===== src/rtl/parallel_adder_if.sv =====
// Operand/result bundle for parallel_adder; the flag signals exist only when
// ADDER_FLAGS_EN is defined.
interface parallel_adder_if #(
  parameter int WIDTH = 8
);
  logic             in_valid;
  logic [WIDTH-1:0] a;
  logic [WIDTH-1:0] b;
  logic             cin;
  logic             out_valid;
  logic [WIDTH-1:0] sum;
  logic             cout;
`ifdef ADDER_FLAGS_EN
  logic             zero;
  logic             ovf;

  modport master (
    output in_valid, a, b, cin,
    input  out_valid, sum, cout, zero, ovf
  );

  modport slave (
    input  in_valid, a, b, cin,
    output out_valid, sum, cout, zero, ovf
  );
`else
  modport master (
    output in_valid, a, b, cin,
    input  out_valid, sum, cout
  );

  modport slave (
    input  in_valid, a, b, cin,
    output out_valid, sum, cout
  );
`endif
endinterface


===== src/rtl/parallel_adder.sv =====
// WIDTH-bit ripple-carry adder with registered sum/cout (1-cycle latency).
// Optional zero/ovf flags are built only when ADDER_FLAGS_EN is defined.
module parallel_adder #(
  parameter int WIDTH = 8
) (
  input  logic            clk,
  input  logic            rst,
  parallel_adder_if.slave bus
);

  function automatic logic fa_sum(input logic x, input logic y, input logic c);
    return x ^ y ^ c;
  endfunction

  function automatic logic fa_carry(input logic x, input logic y, input logic c);
    return (x & y) | (c & (x ^ y));
  endfunction

  logic [WIDTH-1:0] a_i;
  logic [WIDTH-1:0] b_i;
  logic             cin_i;
  logic             in_valid_i;

  assign a_i        = bus.a;
  assign b_i        = bus.b;
  assign cin_i      = bus.cin;
  assign in_valid_i = bus.in_valid;

  // Ripple chain: carry_c[i] enters cell i, carry_c[WIDTH] is the carry-out.
  logic [WIDTH:0]   carry_c;
  logic [WIDTH-1:0] sum_c;
  logic             cout_c;

  assign carry_c[0] = cin_i;

  for (genvar i = 0; i < WIDTH; i++) begin : g_cell
    assign sum_c[i]       = fa_sum(a_i[i], b_i[i], carry_c[i]);
    assign carry_c[i + 1] = fa_carry(a_i[i], b_i[i], carry_c[i]);
  end

  assign cout_c = carry_c[WIDTH];

  logic [WIDTH-1:0] sum_d,       sum_q;
  logic             cout_d,      cout_q;
  logic             out_valid_d, out_valid_q;

  always_comb begin
    sum_d       = sum_q;
    cout_d      = cout_q;
    out_valid_d = 1'b0;
    if (in_valid_i) begin
      sum_d       = sum_c;
      cout_d      = cout_c;
      out_valid_d = 1'b1;
    end
  end

  always_ff @(posedge clk or posedge rst) begin
    if (rst) begin
      sum_q       <= '0;
      cout_q      <= 1'b0;
      out_valid_q <= 1'b0;
    end else begin
      sum_q       <= sum_d;
      cout_q      <= cout_d;
      out_valid_q <= out_valid_d;
    end
  end

  assign bus.sum       = sum_q;
  assign bus.cout      = cout_q;
  assign bus.out_valid = out_valid_q;

`ifdef ADDER_FLAGS_EN
  // Signed overflow: like-signed operands producing a result of the other sign.
  logic zero_c, ovf_c;
  logic zero_d, zero_q;
  logic ovf_d,  ovf_q;

  assign zero_c = (sum_c == '0);
  assign ovf_c  = (a_i[WIDTH-1] == b_i[WIDTH-1]) && (sum_c[WIDTH-1] != a_i[WIDTH-1]);

  always_comb begin
    zero_d = zero_q;
    ovf_d  = ovf_q;
    if (in_valid_i) begin
      zero_d = zero_c;
      ovf_d  = ovf_c;
    end
  end

  always_ff @(posedge clk or posedge rst) begin
    if (rst) begin
      zero_q <= 1'b0;
      ovf_q  <= 1'b0;
    end else begin
      zero_q <= zero_d;
      ovf_q  <= ovf_d;
    end
  end

  assign bus.zero = zero_q;
  assign bus.ovf  = ovf_q;
`endif

endmodule


===== src/flat_wrapper.sv =====
// flat-port wrapper written by rule: the top's interface ports become plain ports
module parallel_adder_flat 
#(
  parameter int WIDTH = 8
)
  (clk, rst, bus_in_valid, bus_a, bus_b, bus_cin, bus_out_valid, bus_sum, bus_cout);
  parallel_adder_if #(.WIDTH(WIDTH)) bus_i ();
  input  logic clk;
  input  logic rst;
  input wire logic [$bits(bus_i.in_valid)-1:0] bus_in_valid;
  input wire logic [$bits(bus_i.a)-1:0] bus_a;
  input wire logic [$bits(bus_i.b)-1:0] bus_b;
  input wire logic [$bits(bus_i.cin)-1:0] bus_cin;
  output wire logic [$bits(bus_i.out_valid)-1:0] bus_out_valid;
  output wire logic [$bits(bus_i.sum)-1:0] bus_sum;
  output wire logic [$bits(bus_i.cout)-1:0] bus_cout;
  assign bus_i.in_valid = bus_in_valid;
  assign bus_i.a = bus_a;
  assign bus_i.b = bus_b;
  assign bus_i.cin = bus_cin;
  assign bus_out_valid = bus_i.out_valid;
  assign bus_sum = bus_i.sum;
  assign bus_cout = bus_i.cout;
  parallel_adder #(.WIDTH(WIDTH)) u_core (.clk(clk), .rst(rst), .bus(bus_i));
endmodule

===== config.mk =====
export PLATFORM = sky130hd
export DESIGN_NAME = parallel_adder_flat
export DESIGN_NICKNAME = d
export VERILOG_FILES = /design/src/rtl/parallel_adder_if.sv /design/src/rtl/parallel_adder.sv /design/src/flat_wrapper.sv
export SDC_FILE = /design/constraint.sdc
export NUM_CORES = 1
export LEC_CHECK = 0
export BUFFER_PORTS_ARGS = -buffer_cell sky130_fd_sc_hd__buf_2
export CORE_UTILIZATION = 42
export DETAILED_ROUTE_END_ITERATION = 8
export GPL_ROUTABILITY_DRIVEN = 0
export HOLD_SLACK_MARGIN = 0.08
export PLACE_DENSITY_LB_ADDON = 0.12
export SLEW_MARGIN = 20
export SYNTH_ARGS = -nofsm -noshare
export SYNTH_HDL_FRONTEND = slang
export SYNTH_SLANG_ARGS = --single-unit

===== constraint.sdc =====
create_clock -name clk -period 0.85 [get_ports clk]
set_input_delay 0.085 -clock clk [delete_from_list [all_inputs] [get_ports clk]]
set_output_delay 0.085 -clock clk [all_outputs]
set_load 0.02 [all_outputs]

==> results.py, run 1 <==
metrics = {
    "run_status": {
        "status": "complete, but fails checks",
        "violations": "setup timing",
    },
    "worst_setup_path": {
        "path_max_fanout": 1,
        "endpoint_kind": "flop",
        "critPathKind": "input pin to flop",
        "cp_num_buf_inv": 4,
        "cp_top_family": "adder cells",
        "path_common_cell": "fa_2",
        "cpMaxStageDelayCell": "fa_1",
        "max_stage_delay_ns": 0.40,
        "crit_arrival_ns": 3.18,
        "worstSetupStartpointType": "input pin",
        "crit_required_ns": 1.04,
        "crit_path_cell_trace": "buf_6 -> fa_2 -> inv_2 -> fa_2 -> inv_2 -> fa_2 -> fa_2 -> fa_2 -> fa_2 -> fa_2 -> inv_2 -> fa_1 -> mux2i_1",
    },
    "timing": {
        "min_period_over_period": 3.516,
        "hold_violations": 0,
        "final.setup.tns_ns": -10.43,
        "drv_slew": 0,
        "setup_ws_ns": -2.139,
        "relSlewSlack": 0.7396,
        "rsz0062_at_grt": "yes",
        "worst_pin_slew_ns": 0.3902,
        "fin_skew_ns": 0,
        "min_period_ns": 2.989,
        "fmax_ghz": 0.3346,
        "setup_viol": 17,
    },
    "detailed_routing": {
        "detail_route.first_pass.iterations": 3,
        "ant_nets": 0,
        "wl_per_cell_um": 12.07,
        "drc_errors": 0,
        "via_per_inst": 4.557,
        "vias": 401,
        "routed_wl_um": 1062,
        "dr.first_iter.drc_count": 2,
    },
    "synth": {
        "synth.area.top_cells": "dfrtp_1 (43%), fa_1 (27%), mux2_4 (15%)",
        "yosys-top-cells-count": "inv_1 (11), dfrtp_1 (10), fa_1 (8)",
        "synth_cells": 39,
        "syn-mean-instance-area_sq_um": 14.95,
        "synth_top_area_frac": 0.4292,
        "synth-seq-cells": 10,
        "synth_edf_count": 0,
        "ys_types": 6,
        "syn_area_sq_um": 583.1,
        "yosysSeqAreaShare": 0.4292,
        "yosys.cell_count.top_type": "inv_1",
        "ys.flop_type": "dfrtp_1",
        "ys_async_sr_fraction": 1.000,
        "yosysWarningCount": 0,
        "yosysTopAreaCell": "dfrtp_1",
        "synth_nets": 67,
    },
    "clock_tree": {
        "tritoncts": "yes",
        "worstSkewPairLatency_ns": 0.26,
        "clockBufferDepth": 2,
        "clock-sinks": 10,
        "clk_pin_slew_ns": 0.07,
        "post_cts_buffers": 0,
        "root_buffer": "clkbuf_4",
        "h-tree-depth": 1,
        "cts_buffers": 3,
    },
    "global_routing": {
        "grt_max_degree": 11,
        "grt-ovfl-total": 0,
        "grt_pass1_vias": 400,
        "grt_pass1_wl_um": 1642,
        "track_usage": 0.1693,
        "antenna_found_initial": 0,
    },
    "die": {
        "die-area_sq_um": 1541,
        "die_w_um": 39.26,
        "io_pins": 30,
        "coreArea_sq_um": 1301,
        "dieHeight_um": 39.26,
        "rows": 13,
        "start_util": 0.4481,
    },
    "placed_design": {
        "dp_hpwl_um": 788,
        "port_buffers": 29,
        "dp_cells": 83,
    },
    "power": {
        "leakage_uw": 0.0004637,
        "ir_drop_v": 0.001589,
        "power.density_nw_per_um2": 1980,
        "power_uw": 1759,
    },
    "layout": {
        "nets": 102,
        "regArea_sq_um": 250.2,
        "final_core_util": 0.6827,
        "stdcell_count": 88,
        "area_delta_synth_final_pct": 52.36,
        "fillers": 102,
        "layout-drive-gt1-share": 0.6849,
        "antenna_cells": 0,
        "multi_input_area_sq_um": 297.8,
    },
    "worst_hold_path": {
        "hp-class": "input pin to flop",
    },
    "job": {
        "cap_violations": 0,
    },
}
[worst paths after layout]
check | cells past startpoint | from | slack (ns) | endpoint
max in group asynchronous | 3 | rst | 0.22 | u_core.bus.sum[5]$_DFFE_PP0P_
min reg2reg | 1 | u_core.bus.sum[6]$_DFFE_PP0P_ | 0.53 | u_core.bus.sum[6]$_DFFE_PP0P_
max reg2reg | 1 | u_core.bus.sum[2]$_DFFE_PP0P_ | 0.06 | u_core.bus.sum[2]$_DFFE_PP0P_
max | 13 | bus_cin | -2.14 | u_core.bus.sum[7]$_DFFE_PP0P_
min | 2 | bus_in_valid | 0.11 | u_core.bus.out_valid$_DFF_PP0_
min in group asynchronous | 3 | rst | 0.35 | u_core.bus.sum[2]$_DFFE_PP0P_
[registers in the layout (all words and copies together) (netlist names)]
register	flops
u_core.bus.out_valid	1
u_core.bus.cout	1
u_core.bus.sum	8
[cells in the final DEF, fill, tap and decap left out]
| master | count |
|---|---|
| buf_12 | 1 |
| buf_2 | 18 |
| buf_6 | 11 |
| clkbuf_4 | 3 |
| clkbuf_8 | 1 |
| dfrtp_1 | 10 |
| dlygate4sd3_1 | 1 |
| fa_1 | 1 |
| fa_2 | 7 |
| inv_1 | 8 |
| inv_2 | 3 |
| mux2_4 | 6 |
| mux2i_1 | 3 |
[area by class of cell]
type                            count  area share
Clock buffer                        4     0.04085
Inverter                           11     0.04648
Multi-Input combinational cell     17      0.3352
Sequential cell                    10      0.2817
Tap cell                           15     0.02113
Timing Repair Buffer               31      0.2746
[where the power goes]
group          internal, uW  total (uW)  switching [uW]
registers               577         651            73.5
clock network           260         421             161
logic                   393         687             295
[through the flow]
stage / hold slack, ns / cell area [sq um] / worst slack (ns)
detailed placement: 0.07637 / 773.2 / -2.447
CTS: 0.1030 / 888.4 / -2.147
floorplan: -0.07482 / 600.6 / -2.214
global placement: 0.08109 / 773.2 / -2.404
global route: 0.09808 / 888.4 / -2.235
finish: 0.1059 / 888.4 / -2.139
[metal layers]
layer / global-route usage / up-vias / wire (um)
met4: 0.02586 / 0 / 4
li1: - / 182 / -
met1: 0.1784 / 197 / 401
met3: 0.07386 / 2 / 74
met2: 0.3125 / 20 / 581
met5: 0 / - / 0
[repair_timing]
item,4_1_cts,5_1_grt
setup endpoints to repair,18,18
hold endpoints to repair,10,0
cloned,0,0
gates resized for setup,21,0
pin swaps,0,2
hold buffers,1,0
[logic make-up (layout without fill, tap and decap cells)]
group,count (synthesis),in the layout,synth area share
adders and majority gates,8,8,0.2747
muxes,9,9,0.2060
buffers and inverters,12,46,0.09013
DFF,10,10,0.4292
Power figures use the tool's default switching activity.
==> run 2, diff against run 1 <==
--- a/config.mk
+++ b/config.mk
@@ -6,11 +6,13 @@
 export NUM_CORES = 1
 export LEC_CHECK = 0
 export BUFFER_PORTS_ARGS = -buffer_cell sky130_fd_sc_hd__buf_2
+export CORE_MARGIN = 1
 export CORE_UTILIZATION = 42
 export DETAILED_ROUTE_END_ITERATION = 8
 export GPL_ROUTABILITY_DRIVEN = 0
 export HOLD_SLACK_MARGIN = 0.08
 export PLACE_DENSITY_LB_ADDON = 0.12
+export SKIP_CTS_REPAIR_TIMING = 1
 export SLEW_MARGIN = 20
 export SYNTH_ARGS = -nofsm -noshare
 export SYNTH_HDL_FRONTEND = slang
==> results.py, run 2 (same netlist as run 1, synthesis figures left out) <==
metrics = {
    "worst_setup_path": {
        "cpMaxStageDelayCell": "fa_1",
        "path_max_fanout": 1,
        "cp_top_family": "adder cells",
        "endpoint_kind": "flop",
        "crit_required_ns": 1.04,
        "critPathKind": "input pin to flop",
        "cp_num_buf_inv": 4,
        "crit_arrival_ns": 3.18,
        "path_common_cell": "fa_2",
        "crit_path_cell_trace": "buf_6 -> fa_2 -> inv_2 -> fa_2 -> inv_2 -> fa_2 -> fa_2 -> fa_2 -> fa_2 -> fa_2 -> inv_2 -> fa_1 -> mux2i_1",
        "reg2reg_slack_ns": -0.06,
        "max_stage_delay_ns": 0.40,
        "worstSetupStartpointType": "input pin",
    },
    "power": {
        "leakage_uw": 0.0004782,
        "ir_drop_v": 0.001590,
        "power_uw": 1810,
        "power.density_nw_per_um2": 1987,
    },
    "global_routing": {
        "grt_pass1_wl_um": 1552,
        "grt_max_degree": 11,
        "grt-ovfl-total": 0,
        "track_usage": 0.1596,
        "grt_pass1_vias": 372,
        "antenna_found_initial": 0,
    },
    "detailed_routing": {
        "detail_route.first_pass.iterations": 2,
        "ant_nets": 0,
        "via_per_inst": 4.505,
        "drc_errors": 0,
        "dr.first_iter.drc_count": 2,
        "routed_wl_um": 1074,
        "wl_per_cell_um": 11.80,
        "vias": 410,
    },
    "clock_tree": {
        "root_buffer": "clkbuf_4",
        "clock-sinks": 10,
        "clockBufferDepth": 2,
        "cts_buffers": 3,
        "tritoncts": "yes",
        "h-tree-depth": 1,
        "clk_pin_slew_ns": 0.07,
        "worstSkewPairLatency_ns": 0.26,
    },
    "timing": {
        "worst_pin_slew_ns": 0.3899,
        "min_period_ns": 2.988,
        "rsz0062_at_grt": "yes",
        "drv_slew": 0,
        "relSlewSlack": 0.7398,
        "fin_skew_ns": 0,
        "fmax_ghz": 0.3347,
        "setup_viol": 17,
        "setup_ws_ns": -2.138,
        "min_period_over_period": 3.515,
        "hold_violations": 0,
    },
    "layout": {
        "layout_common_cells": "buf_2 (18), buf_6 (11), dfrtp_1 (10)",
        "mostFrequentLayoutCell": "buf_2",
        "multi_input_area_sq_um": 297.8,
        "regArea_sq_um": 250.2,
        "layout-drive-gt1-share": 0.6974,
        "fillers": 99,
        "nets": 105,
        "area_delta_synth_final_pct": 56.22,
        "largest_reg_flops": 8,
        "antenna_cells": 0,
        "final_cell_area_sq_um": 910.9,
    },
    "placed_design": {
        "dpl_cell_area_sq_um": 773.2,
        "port_buffers": 29,
        "dp_hpwl_um": 788,
    },
    "worst_hold_path": {
        "hp-class": "input pin to flop",
    },
    "die": {
        "io_pins": 30,
        "dieHeight_um": 39.26,
        "rows": 13,
        "start_util": 0.4481,
        "die_w_um": 39.26,
        "die-area_sq_um": 1541,
        "coreArea_sq_um": 1301,
    },
    "run_status": {
        "violations": "setup timing",
        "status": "complete, but fails checks",
    },
    "job": {
        "cap_violations": 0,
    },
}
[run 2: cell count changes in the layout (fill, tap and decap cells not counted), sizes merged]
cell,delta
buf,+3
[run 2: routing by layer]
metal  share of wire  global-route usage  wire (um)  up-vias
met1            0.37              0.1784        401      198
met3           0.078             0.06818         84        2
met4          0.0037             0.02586          4        0
met2            0.54              0.2833        583       22
li1                -                   -          -      188
met5               0                   0          0        -
[run 2: worst paths after layout]
| check | depth (start not counted) | from | end |
|---|---|---|---|
| worst max-delay path | 13 | bus_cin | u_core.bus.sum[7]$_DFFE_PP0P_ |
| worst min-delay path | 2 | bus_in_valid | u_core.bus.out_valid$_DFF_PP0_ |
| worst max register to register | 2 | u_core.bus.sum[2]$_DFFE_PP0P_ | u_core.bus.sum[2]$_DFFE_PP0P_ |
| worst min register to register | 1 | u_core.bus.sum[6]$_DFFE_PP0P_ | u_core.bus.sum[6]$_DFFE_PP0P_ |
| max in group asynchronous | 3 | rst | u_core.bus.sum[5]$_DFFE_PP0P_ |
| min in group asynchronous | 3 | rst | u_core.bus.sum[2]$_DFFE_PP0P_ |
[run 2: through the flow]
| stage | setup TNS (ns) | setup WS, ns | util | instances | hold WS (ns) |
|---|---|---|---|---|---|
| 2_1_floorplan | -11.12 | -2.214 | - | 39 | -0.07482 |
| 3_3_place_gp | -12.61 | -2.404 | 0.5942 | 83 | 0.08109 |
| 3_5_place_dp | -12.90 | -2.447 | 0.5942 | 83 | 0.07637 |
| 4_1_cts | -10.87 | -2.168 | 0.6221 | 87 | -0.2077 |
| 5_1_grt | -11.14 | -2.235 | 0.7000 | 91 | 0.09808 |
| 6_report | -10.43 | -2.138 | 0.7000 | 91 | 0.1040 |
[run 2: cell type report]
| cell class | instances | area share |
|---|---|---|
| Multi-Input combinational cell | 17 | 0.3269 |
| Sequential cell | 10 | 0.2747 |
| Timing Repair Buffer | 34 | 0.2926 |
| Inverter | 11 | 0.04533 |
| Tap cell | 15 | 0.02060 |
| Clock buffer | 4 | 0.03984 |
[run 2: where the power goes]
| group | internal, uW | leakage (uW) | switching, uW |
|---|---|---|---|
| logic | 432 | 0.000341 | 304 |
| registers | 577 | 0.000117 | 72.5 |
| clock network | 260 | 0.0000210 | 164 |
| total | 1270 | 0.000478 | 540 |
==> run 3, diff against run 2 <==
--- a/config.mk
+++ b/config.mk
@@ -10,6 +10,7 @@
 export CORE_UTILIZATION = 42
 export DETAILED_ROUTE_END_ITERATION = 8
 export GPL_ROUTABILITY_DRIVEN = 0
+export GPL_TIMING_DRIVEN = 0
 export HOLD_SLACK_MARGIN = 0.08
 export PLACE_DENSITY_LB_ADDON = 0.12
 export SKIP_CTS_REPAIR_TIMING = 1
==> results.py, run 3 (same netlist as run 1, synthesis figures left out) <==
metrics = {
    "run_status": {
        "status": "complete, but fails checks",
        "violations": "setup timing",
    },
    "timing": {
        "final.setup.tns_ns": -10.54,
        "min_period_ns": 3.012,
        "setup_ws_ns": -2.162,
        "min_period_over_period": 3.543,
        "hold_violations": 0,
        "rsz0062_at_grt": "yes",
        "setup_viol": 18,
        "worst_pin_slew_ns": 0.3780,
        "fin_skew_ns": 0,
        "relSlewSlack": 0.7477,
        "fmax_ghz": 0.3320,
        "drv_slew": 0,
    },
    "detailed_routing": {
        "via_per_inst": 4.429,
        "wl_per_cell_um": 11.82,
        "dr.first_iter.drc_count": 0,
        "drc_errors": 0,
        "detail_route.first_pass.iterations": 1,
        "vias": 403,
        "ant_nets": 0,
        "routed_wl_um": 1076,
    },
    "global_routing": {
        "grt_pass1_wl_um": 1462,
        "track_usage": 0.1521,
        "grt-ovfl-total": 0,
        "grt_pass1_vias": 362,
        "antenna_found_initial": 0,
        "grt_max_degree": 11,
    },
    "clock_tree": {
        "clockBufferDepth": 2,
        "clock-sinks": 10,
        "root_buffer": "clkbuf_4",
        "tritoncts": "yes",
        "clk_pin_slew_ns": 0.07,
        "h-tree-depth": 1,
        "cts_buffers": 3,
        "worstSkewPairLatency_ns": 0.26,
    },
    "die": {
        "die_w_um": 39.26,
        "start_util": 0.4481,
        "rows": 13,
        "dieHeight_um": 39.26,
        "io_pins": 30,
        "die-area_sq_um": 1541,
        "coreArea_sq_um": 1301,
    },
    "layout": {
        "mostFrequentLayoutCell": "buf_2",
        "layout-drive-gt1-share": 0.6974,
        "nets": 105,
        "largest_reg_flops": 8,
        "area_delta_synth_final_pct": 56.65,
        "layout_common_cells": "buf_2 (17), buf_6 (13), dfrtp_1 (10)",
        "antenna_cells": 0,
        "final_cell_area_sq_um": 913.4,
        "stdcell_count": 91,
    },
    "worst_setup_path": {
        "path_max_fanout": 1,
        "cp_top_family": "adder cells",
        "crit_path_cell_trace": "buf_6 -> fa_2 -> inv_2 -> fa_2 -> inv_2 -> fa_2 -> fa_2 -> fa_2 -> fa_2 -> fa_2 -> inv_2 -> fa_2 -> mux2i_1",
        "worstSetupStartpointType": "input pin",
        "max_stage_delay_ns": 0.42,
        "path_common_cell": "fa_2",
        "crit_required_ns": 1.04,
        "cpMaxStageDelayCell": "fa_2",
        "cp_num_buf_inv": 4,
        "critPathKind": "input pin to flop",
        "endpoint_kind": "flop",
        "crit_arrival_ns": 3.20,
    },
    "worst_hold_path": {
        "hp-class": "input pin to flop",
    },
    "placed_design": {
        "pre_cts_slack_ns": -2.463,
        "dp_hpwl_um": 823.3,
        "dpl_cell_area_sq_um": 764.5,
        "port_buffers": 29,
        "dp_cells": 83,
    },
    "power": {
        "leakage_uw": 0.0004754,
        "power.density_nw_per_um2": 1964,
        "ir_drop_v": 0.001274,
        "power_uw": 1794,
    },
    "job": {
        "cap_violations": 0,
    },
}
[run 3: worst paths after layout]
check                                         startpoint                              to  slack, ns  cells after the start
max                                              bus_cin   u_core.bus.sum[7]$_DFFE_PP0P_      -2.16                     13
min                                         bus_in_valid   u_core.bus.sum[7]$_DFFE_PP0P_       0.20                      3
max reg2reg                u_core.bus.sum[4]$_DFFE_PP0P_   u_core.bus.sum[4]$_DFFE_PP0P_       0.06                      1
min reg2reg                u_core.bus.sum[1]$_DFFE_PP0P_   u_core.bus.sum[1]$_DFFE_PP0P_       0.54                      2
max in group asynchronous                            rst   u_core.bus.sum[7]$_DFFE_PP0P_       0.25                      3
min in group asynchronous                            rst  u_core.bus.out_valid$_DFF_PP0_       0.34                      3
[run 3: metrics by stage]
step,hold slack (ns),util
3_3_place_gp,0.08145,0.5875
3_5_place_dp,0.09051,0.5875
2_1_floorplan,-0.07482,-
4_1_cts,-0.1961,0.6154
5_1_grt,0.2129,0.7019
6_report,0.2033,0.7019
[run 3: worst min-delay path: stages]
cell     delay (ns)
buf_2          0.09
buf_6          0.16
mux2i_1        0.08
[run 3: where the power goes]
part           internal, uW  switching [uW]
clock                   260             162
combinational           417             300
sequential              577            78.3
total                  1250             540
[run 3: cell type report]
class,count,area (sq um)
Buffer,1,11.26
Clock buffer,4,36.28
Fill cell,96,387.9
Inverter,11,41.29
Multi-Input combinational cell,17,300.3
Sequential cell,10,250.2
Tap cell,15,18.77
Timing Repair Buffer,33,255.2
[run 3: metal layers]
layer	GRT usage	part of all wire	wire length, um
met5	0	0	0
met4	0.05172	0	0
met3	0.05114	0.054	58
met2	0.2583	0.55	589
met1	0.1778	0.40	427
